### config.mk
export PLATFORM = sky130hd
export DESIGN_NAME = traffic_light_fsm
export DESIGN_NICKNAME = d
export VERILOG_FILES = /design/src/rtl/traffic_light_fsm.sv
export SDC_FILE = /design/constraint.sdc
export NUM_CORES = 1
export LEC_CHECK = 0
export ABC_AREA = 1
export CAP_MARGIN = 20
export CORE_MARGIN = 2
export CORE_UTILIZATION = 35
export CTS_CLUSTER_SIZE = 12
export DETAILED_ROUTE_END_ITERATION = 16
export GPL_TIMING_DRIVEN = 0
export PLACE_DENSITY = 0.65
export SLEW_MARGIN = 10
export SYNTH_ARGS = -nofsm -noshare
export SYNTH_HDL_FRONTEND = slang
export SYNTH_SLANG_ARGS = --single-unit
### constraint.sdc
create_clock -name clk -period 1.3 [get_ports clk]
set_input_delay 0.26 -clock clk [delete_from_list [all_inputs] [get_ports clk]]
set_output_delay 0.26 -clock clk [all_outputs]
set_load 0.02 [all_outputs]
### src/rtl/traffic_light_fsm.sv
// traffic_light_fsm
//   Two-road intersection controller with an optional pedestrian walk phase.
//   Phase timing is counted in ticks of an external timebase enable; the
//   side-street sensor and the latched walk request steer the phase order.
//
// Parameters
//   T_BASE  base main-green duration in ticks (1..15)
//   T_EXT   main-green extension, walk and side-green duration in ticks (1..15)
//   T_YEL   yellow duration in ticks (1..15)
//
// Ports
//   clk               system clock, rising edge
//   Reset_sincronico  synchronous active-high reset
//   tick              one-clk timebase enable; the phase timer only moves on it
//   Sensor_sync       side-street car present (already synchronized)
//   WR_valor          pending walk request from the external request register
//   WR_Reset          one-clk pulse clearing the request register on walk entry
//   main_light        main-street lamps {R,Y,G}
//   side_light        side-street lamps {R,Y,G}
//   walk_lamp         pedestrian walk lamp
//   state_out         current state code for debug/display
module traffic_light_fsm #(
    parameter int unsigned T_BASE = 6,
    parameter int unsigned T_EXT  = 3,
    parameter int unsigned T_YEL  = 2
) (
    input  logic       clk,
    input  logic       Reset_sincronico,
    input  logic       tick,
    input  logic       Sensor_sync,
    input  logic       WR_valor,
    output logic       WR_Reset,
    output logic [2:0] main_light,
    output logic [2:0] side_light,
    output logic       walk_lamp,
    output logic [2:0] state_out
);

    typedef enum logic [2:0] {
        MG1  = 3'd0,
        MG2  = 3'd1,
        MY   = 3'd2,
        WALK = 3'd3,
        SG1  = 3'd4,
        SG2  = 3'd5,
        SY   = 3'd6
    } state_t;

    localparam logic [2:0] LAMP_R = 3'b100;
    localparam logic [2:0] LAMP_Y = 3'b010;
    localparam logic [2:0] LAMP_G = 3'b001;

    state_t     state;
    state_t     nxt;
    logic [3:0] cnt;
    logic [3:0] last;   // terminal count of the current phase (duration - 1)

    // Lamp pattern {main, side, walk} shown while in state s.
    function automatic logic [6:0] lamps_for(input state_t s);
        case (s)
            MG1, MG2: lamps_for = {LAMP_G, LAMP_R, 1'b0};
            MY:       lamps_for = {LAMP_Y, LAMP_R, 1'b0};
            WALK:     lamps_for = {LAMP_R, LAMP_R, 1'b1};
            SG1, SG2: lamps_for = {LAMP_R, LAMP_G, 1'b0};
            SY:       lamps_for = {LAMP_R, LAMP_Y, 1'b0};
            default:  lamps_for = {LAMP_G, LAMP_R, 1'b0};
        endcase
    endfunction

    always_comb begin
        case (state)
            MG1:     last = 4'(T_BASE - 1);
            MY, SY:  last = 4'(T_YEL - 1);
            default: last = 4'(T_EXT - 1);
        endcase
    end

    // Successor on phase expiry; branch inputs only matter on that edge.
    always_comb begin
        case (state)
            MG1:     nxt = Sensor_sync ? MY : MG2;
            MG2:     nxt = MY;
            MY:      nxt = WR_valor ? WALK : SG1;
            WALK:    nxt = SG1;
            SG1:     nxt = Sensor_sync ? SG2 : SY;
            SG2:     nxt = SY;
            SY:      nxt = MG1;
            default: nxt = MG1;
        endcase
    end

    // Lamps are loaded together with the state so they stay a pure
    // function of the state register while being flop outputs.
    always_ff @(posedge clk) begin
        if (Reset_sincronico) begin
            state    <= MG1;
            cnt      <= '0;
            WR_Reset <= 1'b0;
            {main_light, side_light, walk_lamp} <= lamps_for(MG1);
        end else begin
            WR_Reset <= 1'b0;
            case (state)
                MG1, MG2, MY, WALK, SG1, SG2, SY: begin
                    if (tick) begin
                        if (cnt == last) begin
                            state <= nxt;
                            cnt   <= '0;
                            {main_light, side_light, walk_lamp} <= lamps_for(nxt);
                            // Pulse only on WALK entry so later requests stay latched.
                            if (nxt == WALK)
                                WR_Reset <= 1'b1;
                        end else begin
                            cnt <= cnt + 4'd1;
                        end
                    end
                end
                default: begin
                    // Unused code 7: recover without waiting for a tick.
                    state <= MG1;
                    cnt   <= '0;
                    {main_light, side_light, walk_lamp} <= lamps_for(MG1);
                end
            endcase
        end
    end

    assign state_out = state;

endmodule

==> results of run 1 <==
## worst reg2reg max path, stage by stage (launching register included)
cell and delay, ns:
dfxtp_2 0.34, buf_6 0.13, nor2_4 0.13, a21oi_2 0.08, nor2_4 0.14, buf_4 0.14
nand3_2 0.09, nor2_2 0.10, nor2_1 0.05
## worst max-delay path by stage
stage / start / to / slack, ns / cells past startpoint
2_1_floorplan: state_out[1] / cnt[1] / 0.004 / 9
3_3_place_gp: tick / walk_lamp / -0.38 / 9
3_5_place_dp: tick / walk_lamp / -0.42 / 9
4_1_cts: state_out[2] / main_light[2] / 0.0009 / 8
5_1_grt: state_out[0] / main_light[2] / -0.1 / 9
6_report: state_out[0] / main_light[2] / 0.008 / 8
## cells by family after synthesis
group	count (synthesis)	share of synthesized area, %
buffers and inverters	24	13.71
adders and majority gates	1	1.557
xor gates and xnor gates	2	2.181
DFF	15	37.38
AOI/OAI and AO/OA	6	4.361
and+or+nand+nor	76	40.81
## cells in the final DEF, fill, tap and decap left out
cell             netlist  final
clkbuf_2               0      1
nor3_1                 2      1
inv_4                  0      1
o211ai_1               2      2
dfxtp_2                0      3
nand4_1                2      2
inv_6                  0      1
nand3_1               16     14
dlygate4sd2_1          0     11
clkbuf_4               0      3
nor2_1                15     14
xor2_1                 2      2
a21oi_1                2      1
buf_2                  1      1
nand2_4                0      3
dfxtp_1               15     11
nor3_4                 0      1
nand2_2                1      7
clkdlybuf4s50_1        0      3
nand2_1               37     28
clkinv_2               0      1
nand3_2                0      2
ha_1                   1      1
nor2_4                 1      3
nor2_2                 2      1
a21oi_2                0      1
inv_1                 18     16
buf_6                  2      3
dfxtp_4                0      1
buf_4                  1      9
inv_2                  2      2
o21ai_0                2      2
## routing by layer
metal,part of all wire (%),vias to the layer above,track usage [%]
met4,2.1,0,7.895
met1,44,387,17.20
met5,0,-,0
met2,50,22,28.27
met3,4.2,5,3.448
li1,-,438,-
## layout make-up
class                   count  area [sq um]  share of cell area (%)
multi-input cells          85         467.9                   40.39
flip-flops and latches     15         307.8                   26.57
repair buffers             24         198.9                   17.17
inverters                  20         82.58                   7.127
plain buffers               4         38.79                   3.348
well taps                  28         35.03                   3.024
clock buffers               3         22.52                   1.944
clock inverters             1         5.005                  0.4320
## report_power, final
group / internal [mW] / switching (mW) / leakage [nW]
clock: 0.115 / 0.173 / 0.0177
combinational: 0.0333 / 0.0469 / 0.493
sequential: 0.464 / 0.00719 / 0.124
total: 0.612 / 0.227 / 0.634
## state kept, by name, summed over array words and instances (netlist names)
| signal | count |
|---|---|
| WR_Reset | 1 |
| side_light | 3 |
| cnt | 4 |
| main_light | 3 |
| walk_lamp | 1 |
| state_out | 3 |
## stage by stage
| step | cell area [sq um] | setup WS (ns) | std cells | TNS, ns |
|---|---|---|---|---|
| finish | 1159 | 0.007799 | 180 | 0 |
| global placement | 992.2 | -0.3849 | 167 | -4.858 |
| floorplan | 807.0 | 0.003550 | 124 | 0 |
| global route | 1159 | -0.09648 | 180 | -0.6703 |
| CTS | 1081 | 0.0008519 | 175 | 0 |
| detailed placement | 992.2 | -0.4190 | 167 | -5.203 |
## what timing repair did
item | in CTS | in global routing
pin swaps | 6 | 11
resized for setup | 26 | 17
endpoints found under the setup margin | 24 | 15
setup buffers | 3 | 5
cloned | 1 | 0
==> results, run 1 <==
- The die extent in x is 51.91 um.
- The synthesized netlist cell count is 124.
- For this design, the sink count on the clock tree is 15.
- The mapped netlist covers 803.3 sq um.
- The first TritonRoute pass finished after 4 iterations.
- In the final layout, the share of cells above drive strength 1 is 28.95%.
- Synthesis produced a netlist with a net count of 130.
- Across every metal layer, demand over resource in global routing totals 15.76%.
- Yosys attributes the largest share of cell area to dfxtp_1 37%, nand2_1 17%, nand3_1 10%.
- The total power density per cell area is 724.5 mW/mm^2.
- Counting along the longest clock path gives a buffer depth of 2.
- Measured on the finished design, the core utilization comes to 52.88%.
- Summed over all layers, the global routing overflow is 0.
- The area of the die is 0.002694 sq mm.
- The site row count is 17.
- The count of unique library cells instantiated by Yosys is 19.
- In this run the worst path has a maximum fanout of 7.
- The final critical-path share of the clock period is 99.40%.
- After clock tree synthesis, the clock-pin slew on the worst setup and hold paths is 0.10 ns.
- The tool flagged a number of max-cap violations equal to 0.
- The most frequent cell after synthesis is nand2_1.
- Input and output buffers added on the ports amount to 15.
- Counting the buffers created by CTS gives 3.
- The classification of the worst-slack hold path is in2reg.
- The flip-flop and latch count after synthesis is 15.
- The violation count after the first detailed-route iteration is 8.
- For the worst-skew pair, the clock arrives at the later sink with an insertion delay of 0.29 ns.
- The worst hold path was traced through 3 stages.
- The reg2reg setup slack is 0.008 ns.
- The root buffer cell is clkbuf_4.
- Among all flip-flop cells after synthesis, the most frequent one is dfxtp_1.
- The area growth from synthesis to layout is 44.24%.
- The share of the Yosys chip area taken by registers is 37.38%.
- The routed design could run at a clock period as short as 1.292 ns.
- The HPWL after detailed placement is 1239 um.
- Total power for the finished layout comes to 839.4 uW.
- The category of cells accounting for the largest share of critical-path delay is simple AND/OR/NAND/NOR gates.
- The number of buffers and inverters on the critical path is 2.
- The wire length reported by the detailed router is 2025 um.
- CTS built an H-tree with a depth of 1.
- The type of destination of the critical path is a register.
- The placeable core region is 0.002191 sq mm.
- The tightest hold path in the finished design has a slack of 0.3852 ns.
- The first global-routing pass estimated 3111 um of wire.
- Measured in cells, the most critical reg-to-reg path has a length of 8.
- The average footprint of a synthesized cell is 6.478 sq um.
- 0 antenna diodes ended up in the layout.
- The slowest stage of the critical path is the dfxtp_2 cell.
- Ranked by instance count, the synthesized netlist is headed by 37 x nand2_1, 18 x inv_1, 16 x nand3_1.
- The worst setup skew after layout is 0.001634 ns.
- The signal on the critical path passes through buf_6, nor2_4, a21oi_2, nor2_4, buf_4, nand3_2, nor2_2, nor2_1.
- Setup repair after global routing could not meet its margin everywhere.
- For hold timing, the worst endpoint is cnt[0].
- The transition time of the tightest slew-check pin is 0.2632 ns.
- The startpoint class of the critical path is a register.
- The number of nets in the final layout is 159.
- Once the floorplan was initialized, standard cells occupied 36.66% of the core.
- The detail-routed via count per cell is 4.733.
- The DRC violations left is 0.
- The final number of hold-violating endpoints is 0.
- The worst vdd rail ir drop is 0.4988 mV.
- Summed over its instances, the top area cell type makes up 37.38% of the synthesized netlist area.
- Derived from the worst setup path, the maximum achievable clock frequency is 773.9 MHz.
- Routability-driven placement finished with a final weighted congestion of 0.8000.
- The capture point of the worst reg-to-reg path is main_light[2].
- TritonCTS built the clock tree.
- The total of warnings raised by yosys is 0.
- The setup path with the least slack is of type reg2reg.
- The worst hold path begins at tick.
- The run finished with clean final reports.
- Setup violations remaining at the end of the flow were counted as 0.
- The required time at the worst-slack endpoint is 1.50 ns.
- The initial antenna violation count is 0.
- For this design the static power due to leakage is 0.6341 nW.
- The detail route stage leaves a number of antenna-violating nets equal to 0.
- After filler insertion, the fill cell instance count of the layout stands at 210.
- The biggest area consumer among synthesized cells is dfxtp_1.
- The height of the die is 51.91 um.
- The reg-to-reg critical path startpoint is state_out[0].
- The count of flip-flops with a built-in enable after synthesis is 0.
- The hold-fix buffer count after cts is 0.
- The via count of the first global-routing pass is 745.
- The number of max-slew violations in the final report is 0.
- The tightest slew margin relative to the limit is 82.32%.
- The top-level I/O count is 16.
- The via total after detailed routing is 852.
- Entering global routing, the biggest net connects 11 pins.
- After detailed routing, the average wire length per cell comes to 11.25 um.
- Data arrives at the worst endpoint at 1.49 ns.
- The critical path's most frequent cell is nor2_4.
- For this run, asynchronously set or reset flops after synthesis account for 0%.
- The largest stage delay on the critical path is 0.34 ns.
Power figures use the tool's default switching activity.
==> run 2, diff against run 1 <==
MAX_ROUTING_LAYER = met4   (was not set)
==> results, run 2 (synthesized netlist as in run 1, its figures left out) <==
- Wires add up to 2034 um.
- Setup violations remaining at the end of the flow were counted as 0.
- In the layout the commonest cells are 28 x nand2_1, 16 x inv_1, 14 x nand3_1, 14 x nor2_1.
- The sequential share of power is 56.2%.
- The core region is 0.002191 sq mm.
- The number of input and output port buffers inserted is 15.
- The first detailed-routing pass ran for 4 iterations.
- Detailed placement finished with a half-perimeter wire length of 1239 um.
- The die extent in x is 51.91 um.
- After the last flow step, the layout net total stands at 159.
- The final standard cell utilization of the core is 52.88%.
- The total of max-cap violations is 0.
- The count of nets left with antenna violations once routing finished came out at 0.
- The violation count after the first detailed-route iteration is 8.
- The area growth from synthesis to final layout is 44.24%.
- The number of max-slew violations in the final report is 0.
- Counting every sink on the clock net gives 15.
- The type of destination of the critical path is a register.
- The startpoint class of the critical path is a register.
- The root buffer cell is clkbuf_4.
- Static timing analysis puts the maximum clock frequency at 773.8 MHz.
- In the finished design, the share of the clock period the worst path needs comes to 99.41%.
- The placer's final routability congestion estimate is 0.8115.
- The worst setup skew after layout is 0.001642 ns.
- Clock latency on the worst-skew pair, taken at its later pin, is 0.29 ns.
- The clock buffer count from CTS is 3.
- The total power density per cell area is 724.6 mW/mm^2.
- The post-route total power is 839.5 uW.
- After layout, the worst setup slack is 0.007726 ns.
- The maximum clock insertion buffer count is 2.
- The wire length per cell after detailed routing is 11.30 um.
- The initial antenna violation count is 0.
- The internal cell power is 612.4 uW.
- The floorplan step set the die height to 51.91 um.
- In this run the core area contains 17 standard-cell rows.
- After detailed routing, the number of remaining DRC violations is 0.
- Of the total power, the share spent switching nets is 27.05%.
- For this configuration, the core starts out at a cell density of 36.66%.
- In this run the power spent charging and discharging nets is 227.1 uW.
- In this run the worst hold path is classified as in2reg.
- The run finished with clean final reports.
- TritonCTS built the clock tree.
- The repair_antennas step left the layout with diodes totalling 0.
- In this run the number of H-tree levels came out at 1.
- The die covers 0.002694 sq mm.
- The clock period could shrink to 1.292 ns.
- The register with the most flip-flops in the layout has 4 of them.
- Global routing used 16.17% of the available tracks across all layers.
- Counting flops per register, the top entry is cnt.
- The final number of hold-violating endpoints is 0.
- The clock transition time at the flip-flop clock pins of the worst setup and hold paths is 0.10 ns.
- In this run the static leakage power is 0.6341 nW.
- The clock power share is 34.3%.
- During I/O placement, the number of pins put on the boundary was 16.
- The first global-routing pass estimated 3111 um of wire.
- After global routing the overflow that remains totals 0.
- The via count of the first global-routing pass was 746.
- STA puts the critical path data arrival time at 1.49 ns.
- The pin count of the biggest net entering global routing is 11.
- The share of final-layout standard cells stronger than drive strength 1 is 28.95%.
- Dividing the detail-routed via count by the number of cells gives 4.728.
- For the pin with the worst max-slew slack, the measured transition is 0.2632 ns.
- Across all layers, the routed design uses 851 vias.
- The type of the worst setup path is reg2reg.
- The tightest slew margin relative to the limit is 82.32%.
- The library cell used most frequently in the layout, excluding fill and tap cells, is nand2_1.
- The worst vdd rail ir drop is 0.4988 mV.
- The share of total power dissipated in combinational logic is 9.6%.
- The count of filler cells inserted in the layout is 210.
- The required time at the worst-slack endpoint is 1.50 ns.
- The post-placement worst setup slack is -0.4190 ns.
- The highest fanout seen on the critical path is 7.
- Setup repair after global routing could not meet its margin everywhere.
==> run 2: cell counts in the layout (fill, tap and decap cells not counted) <==
Identical to the previous run, type by type.
==> run 2: worst paths after layout <==
path                               startpoint            end  slack (ns)  depth (start not counted)
worst max-delay path             state_out[0]  main_light[2]       0.008                          8
worst min-delay path                     tick         cnt[0]        0.39                          3
worst max register to register   state_out[0]  main_light[2]       0.008                          8
worst min register to register  side_light[1]  side_light[1]        0.47                          2
==> run 2: final cells by class <==
class                      count  area (sq um)  area share [%]
sequential                    15         307.8           26.57
inverter                      20         82.58           7.127
tap                           28         35.03           3.024
clock buffer                   3         22.52           1.944
buffer                         4         38.79           3.348
clock inverter                 1         5.005          0.4320
multi-input combinational     85         467.9           40.39
timing repair buffer          24         198.9           17.17
==> run 2: through the flow <==
stage	cell area, sq um	setup TNS [ns]	cells	hold WS, ns
finish	1159	0	180	0.3851
global route	1159	-0.6703	180	0.3907
CTS	1081	0	175	0.3823
detailed placement	992.2	-5.203	167	0.4522
global placement	992.2	-4.858	167	0.4562
floorplan	807.0	0	124	0.4065
==> run 2: worst max-delay path: stages (launching register included) <==
cell,delay (ns)
dfxtp_2,0.34
buf_6,0.13
nor2_4,0.13
a21oi_2,0.08
nor2_4,0.14
buf_4,0.14
nand3_2,0.09
nor2_2,0.10
nor2_1,0.05
==> run 2: routing by layer <==
metal	up-vias	part of all wire (%)	wire length [um]	track usage, %
met4	0	1.4	29	7.895
li1	438	-	-	-
met3	4	4.4	89	3.448
met1	387	44	892	17.20
met5	-	0	0	-
met2	22	50	1021	28.27
==> run 2: what timing repair did <==
item,CTS,global route
hold endpoints to repair,0,0
setup buffers,3,5
cloned,1,0
resized for setup,26,17
hold buffers,0,0
pin swaps,6,11
endpoints found under the setup margin,24,15
==> run 2: power groups by stage <==
stage / sequential, mW / clock [mW] / combinational [mW]
global placement: 0.483 / 0 / 0.0676
detailed placement: 0.483 / 0 / 0.0684
CTS: 0.471 / 0.294 / 0.0730
finish: 0.472 / 0.288 / 0.0802
floorplan: 0.483 / 0 / 0.0425
global route: 0.473 / 0.309 / 0.0895
==> run 3, diff against run 2 <==
ABC_AREA = not set   (was 1)
PLACE_DENSITY = 0.61   (was 0.65)
==> results, run 3 <==
- The flow ran to the end, but the final reports show violations.
- The checks that failed: setup timing.
- After floorplanning, the core was sized to cover 0.002212 sq mm.
- 16 I/O pins were placed.
- The net count of the finished layout is 127.
- Summing every instance area after synthesis gives 817.0 sq um.
- The area growth from synthesis to final layout is 48.54%.
- The number of sinks driven by the clock tree is 15.
- The commonest non-fill, non-tap cell in the layout is nand2_1.
- In this run, distinct cell masters in the synthesized netlist total 34.
- The clock buffer count from CTS is 3.
- The hold-fix buffer count after cts is 0.
- The worst endpoint data arrival time is 1.60 ns.
- The routed design has 1907 um of wire.
- The total nets after synthesis is 96.
- Max-cap violations in this run came to 0.
- The net load switching power is 210.5 uW.
- The largest stage delay on the critical path is 0.37 ns.
- Counting the fill cells in the layout gives 201.
- The number of flip-flops in the largest register is 4.
- The flip-flop and latch count after synthesis is 15.
- The end of the worst hold path is state_out[1].
- The share of final-layout standard cells stronger than drive strength 1 is 35.00%.
- The die covers 0.002737 sq mm.
- The count of buffers added on input and output ports is 14.
- The most frequent cell after synthesis is dfxtp_1.
- Using the TritonRoute via totals, the vias-per-cell ratio works out to 4.966.
- For this run, design rule violations remaining after detail routing come to 0.
- The total inserted antenna cells is 0.
- The peak clock frequency supported by timing is 701.9 MHz.
- The share of total power dissipated in sequential elements is 56.5%.
- After clock tree synthesis, the clock-pin slew on the worst setup and hold paths is 0.10 ns.
- The cell leakage power is 0.5781 nW.
- The root buffer cell is clkbuf_4.
- The clock network accounts for 32.7% of the total power.
- Across all layers, the routed design uses 735 vias.
- For this block, the initial DRC count from the detailed router was 5.
- The worst vdd rail ir drop is 0.6434 mV.
- The transition time of the tightest slew-check pin is 0.3016 ns.
- The library cells used most frequently in the layout, excluding fill and tap cells, are 13 x nand2_1, 12 x dfxtp_1, 11 x buf_4, 11 x dlygate4sd2_1, 10 x mux2i_1.
- In this run the number of H-tree levels came out at 1.
- More flip-flops sit in one register than any other, and that register is cnt.
- Setup repair after global routing could not meet its margin everywhere.
- The worst hold path startpoint is Sensor_sync.
- In this run switching power makes up 25.37% of total power.
- The final number of hold-violating endpoints is 0.
- The effective utilization at floorplan is 36.93%.
- The internal cell power is 619.4 uW.
- The via count of the first global-routing pass is 691.
- In this run the core area contains 17 standard-cell rows.
- The total instance count after detailed placement is 132.
- Detailed placement ended at an HPWL of 1194 um.
- Of all nets on the critical path, the largest fanout is 3.
- The type of destination of the critical path is a register.
- The critical path's slowest cell is dfxtp_4.
- The largest total area in the synthesized netlist belongs to dfxtp_1.
- The relative contribution of combinational cells to total power is 10.8%.
- The total of warnings raised by yosys is 0.
- The startpoint class of the critical path is a register.
- Across every metal layer, demand over resource in global routing totals 15.80%.
- The global-route wire length before repair is 3111 um.
- The clock passes through at most 2 buffers.
- The initial antenna violation count came to 0.
- The top cell type by area accounts for 36.75% of the synthesized area.
- In the post-route analysis, the smallest setup slack over all paths is -0.1247 ns.
- The number of nets with antenna violations after detailed routing is 0.
- Once layout is complete, the utilization of the core stands at 54.86%.
- The capture point of the worst reg-to-reg path is state_out[2].
- Across the routed clock network, the largest skew measured is 0.008983 ns.
- The number of detailed-routing iterations run before antenna repair is 3.
- The worst hold path cell count is 4.
- The classification of the worst-slack hold path is in2reg.
- Setup violations remaining at the end of the flow were counted as 14.
- The die extent in x is 52.32 um.
- After synthesis, the share of flip-flops with an asynchronous set or reset is 0%.
- The final critical-path share of the clock period is 109.6%.
- Yosys mapped a number of flops with a built-in enable equal to 0.
- Walking the worst path, the cells encountered are nand2b_4, buf_4, a21oi_2, o211ai_4, mux2_4.
- The total power density per cell area is 683.8 mW/mm^2.
- The setup check on the worst reg-to-reg path leaves a slack of -0.12 ns.
- Measured against its own limit, the worst slew margin works out to 79.89%.
- For the worst setup path, the data required time is 1.48 ns.
- The post-route total power is 829.9 uW.
- The most frequently used flop master after synthesis is dfxtp_1.
- Entering global routing, the biggest net connects 11 pins.
- The type of the worst setup path is reg2reg.
- A synthesized cell averages 9.078 sq um.
- The portion of the post-synthesis area used by sequential elements is 36.75%.
- Synthesis produced 90 cells.
- After global routing the overflow that remains totals 0.
- In this run the critical register-to-register path is launched from state_out[1].
- For the finished layout, the period the worst path requires is 1.425 ns.
- Sorting the synthesized cells by how often they occur yields 15 x dfxtp_1, 13 x nand2_1, 10 x mux2i_1.
- The congestion estimate from routability-driven global placement came to 0.8086.
- The height of the die is 52.32 um.
- Sorting the synthesized cells by area gives the leading types as dfxtp_1 37%, mux2i_1 12%, nand2_1 6.0%.
- The wire length per cell after detailed routing is 12.89 um.
- Clock latency on the worst-skew pair, taken at its later pin, is 0.29 ns.
- The number of max-slew violations in the final report is 0.
- The number of cells on the worst reg-to-reg path is 5.
- The number of non-filler instances in the completed layout is 148.
- TritonCTS built the clock tree.
run 3: cell types whose count changed after synthesis, sizes merged, moves of 4 or more:
cell,previous run,this run
nor2,18,6
nand2,38,13
inv,20,3
nand2b,0,4
mux2i,0,10
nand3,16,1
run 3: cells by family after synthesis:
group | Yosys count | share of synthesized area (%)
simple gates | 36 | 22.51
flops | 15 | 36.75
compound gates | 13 | 12.41
mux | 11 | 13.63
buf+inv | 9 | 7.810
xor+xnor | 5 | 5.361
fa+ha+maj | 1 | 1.531
run 3: per-layer routing:
metal / vias up / global-route usage [%] / share of wire [%]
met2: 12 / 25.42 / 49
met1: 347 / 19.18 / 46
met5: - / - / 0
met3: 4 / 3.429 / 3.0
li1: 372 / - / -
met4: 0 / 6.410 / 1.5
run 3: worst max-delay path: cells and delay by family (launching register included):
family	cells	cell delay, ns
flops	1	0.37
buf+inv	1	0.13
compound gates	2	0.36
simple gates	1	0.14
mux	1	0.31
run 3: stage by stage:
stage	TNS, ns	setup WS, ns	instance area [sq um]	hold slack, ns
3_5_place_dp	-5.078	-0.4487	1023	0.4565
6_report	-0.9735	-0.1247	1214	0.4485
3_3_place_gp	-4.662	-0.4342	1023	0.4461
2_1_floorplan	-0.5163	-0.07546	848.3	0.4263
5_1_grt	-1.874	-0.1799	1214	0.4710
4_1_cts	-1.348	-0.1388	1146	0.4403
run 3: worst max-delay path by stage:
| stage | startpoint | to | slack [ns] | cells after the start |
|---|---|---|---|---|
| final | state_out[1] | state_out[2] | -0.12 | 5 |
| after detailed placement | Reset_sincronico | side_light[1] | -0.45 | 5 |
| after global placement | Reset_sincronico | state_out[1] | -0.43 | 5 |
| after floorplan | state_out[0] | state_out[2] | -0.08 | 5 |
| after CTS | state_out[0] | main_light[2] | -0.14 | 6 |
| after global routing | state_out[1] | state_out[2] | -0.18 | 5 |
run 3: layout make-up:
type / count / area, sq um / area share, %
clock inverter: 1 / 5.005 / 0.4124
sequential: 15 / 311.5 / 25.67
tap: 28 / 35.03 / 2.887
clock buffer: 3 / 22.52 / 1.856
timing repair buffer: 26 / 224.0 / 18.45
multi-input combinational: 66 / 531.8 / 43.81
inverter: 3 / 16.27 / 1.340
buffer: 6 / 67.56 / 5.567
run 3: what timing repair did:
item,4_1_cts,5_1_grt
gates resized for setup,22,13
setup buffers,9,2
gates cloned,1,0
setup endpoints to repair,25,14
pin swaps,10,2
run 3: power by group through the flow:
stage	logic (mW)	clock network [mW]	registers [mW]
global route	0.0982	0.291	0.471
global placement	0.0689	0	0.481
detailed placement	0.0701	0	0.482
CTS	0.0810	0.279	0.471
finish	0.0896	0.271	0.469
floorplan	0.0479	0	0.480
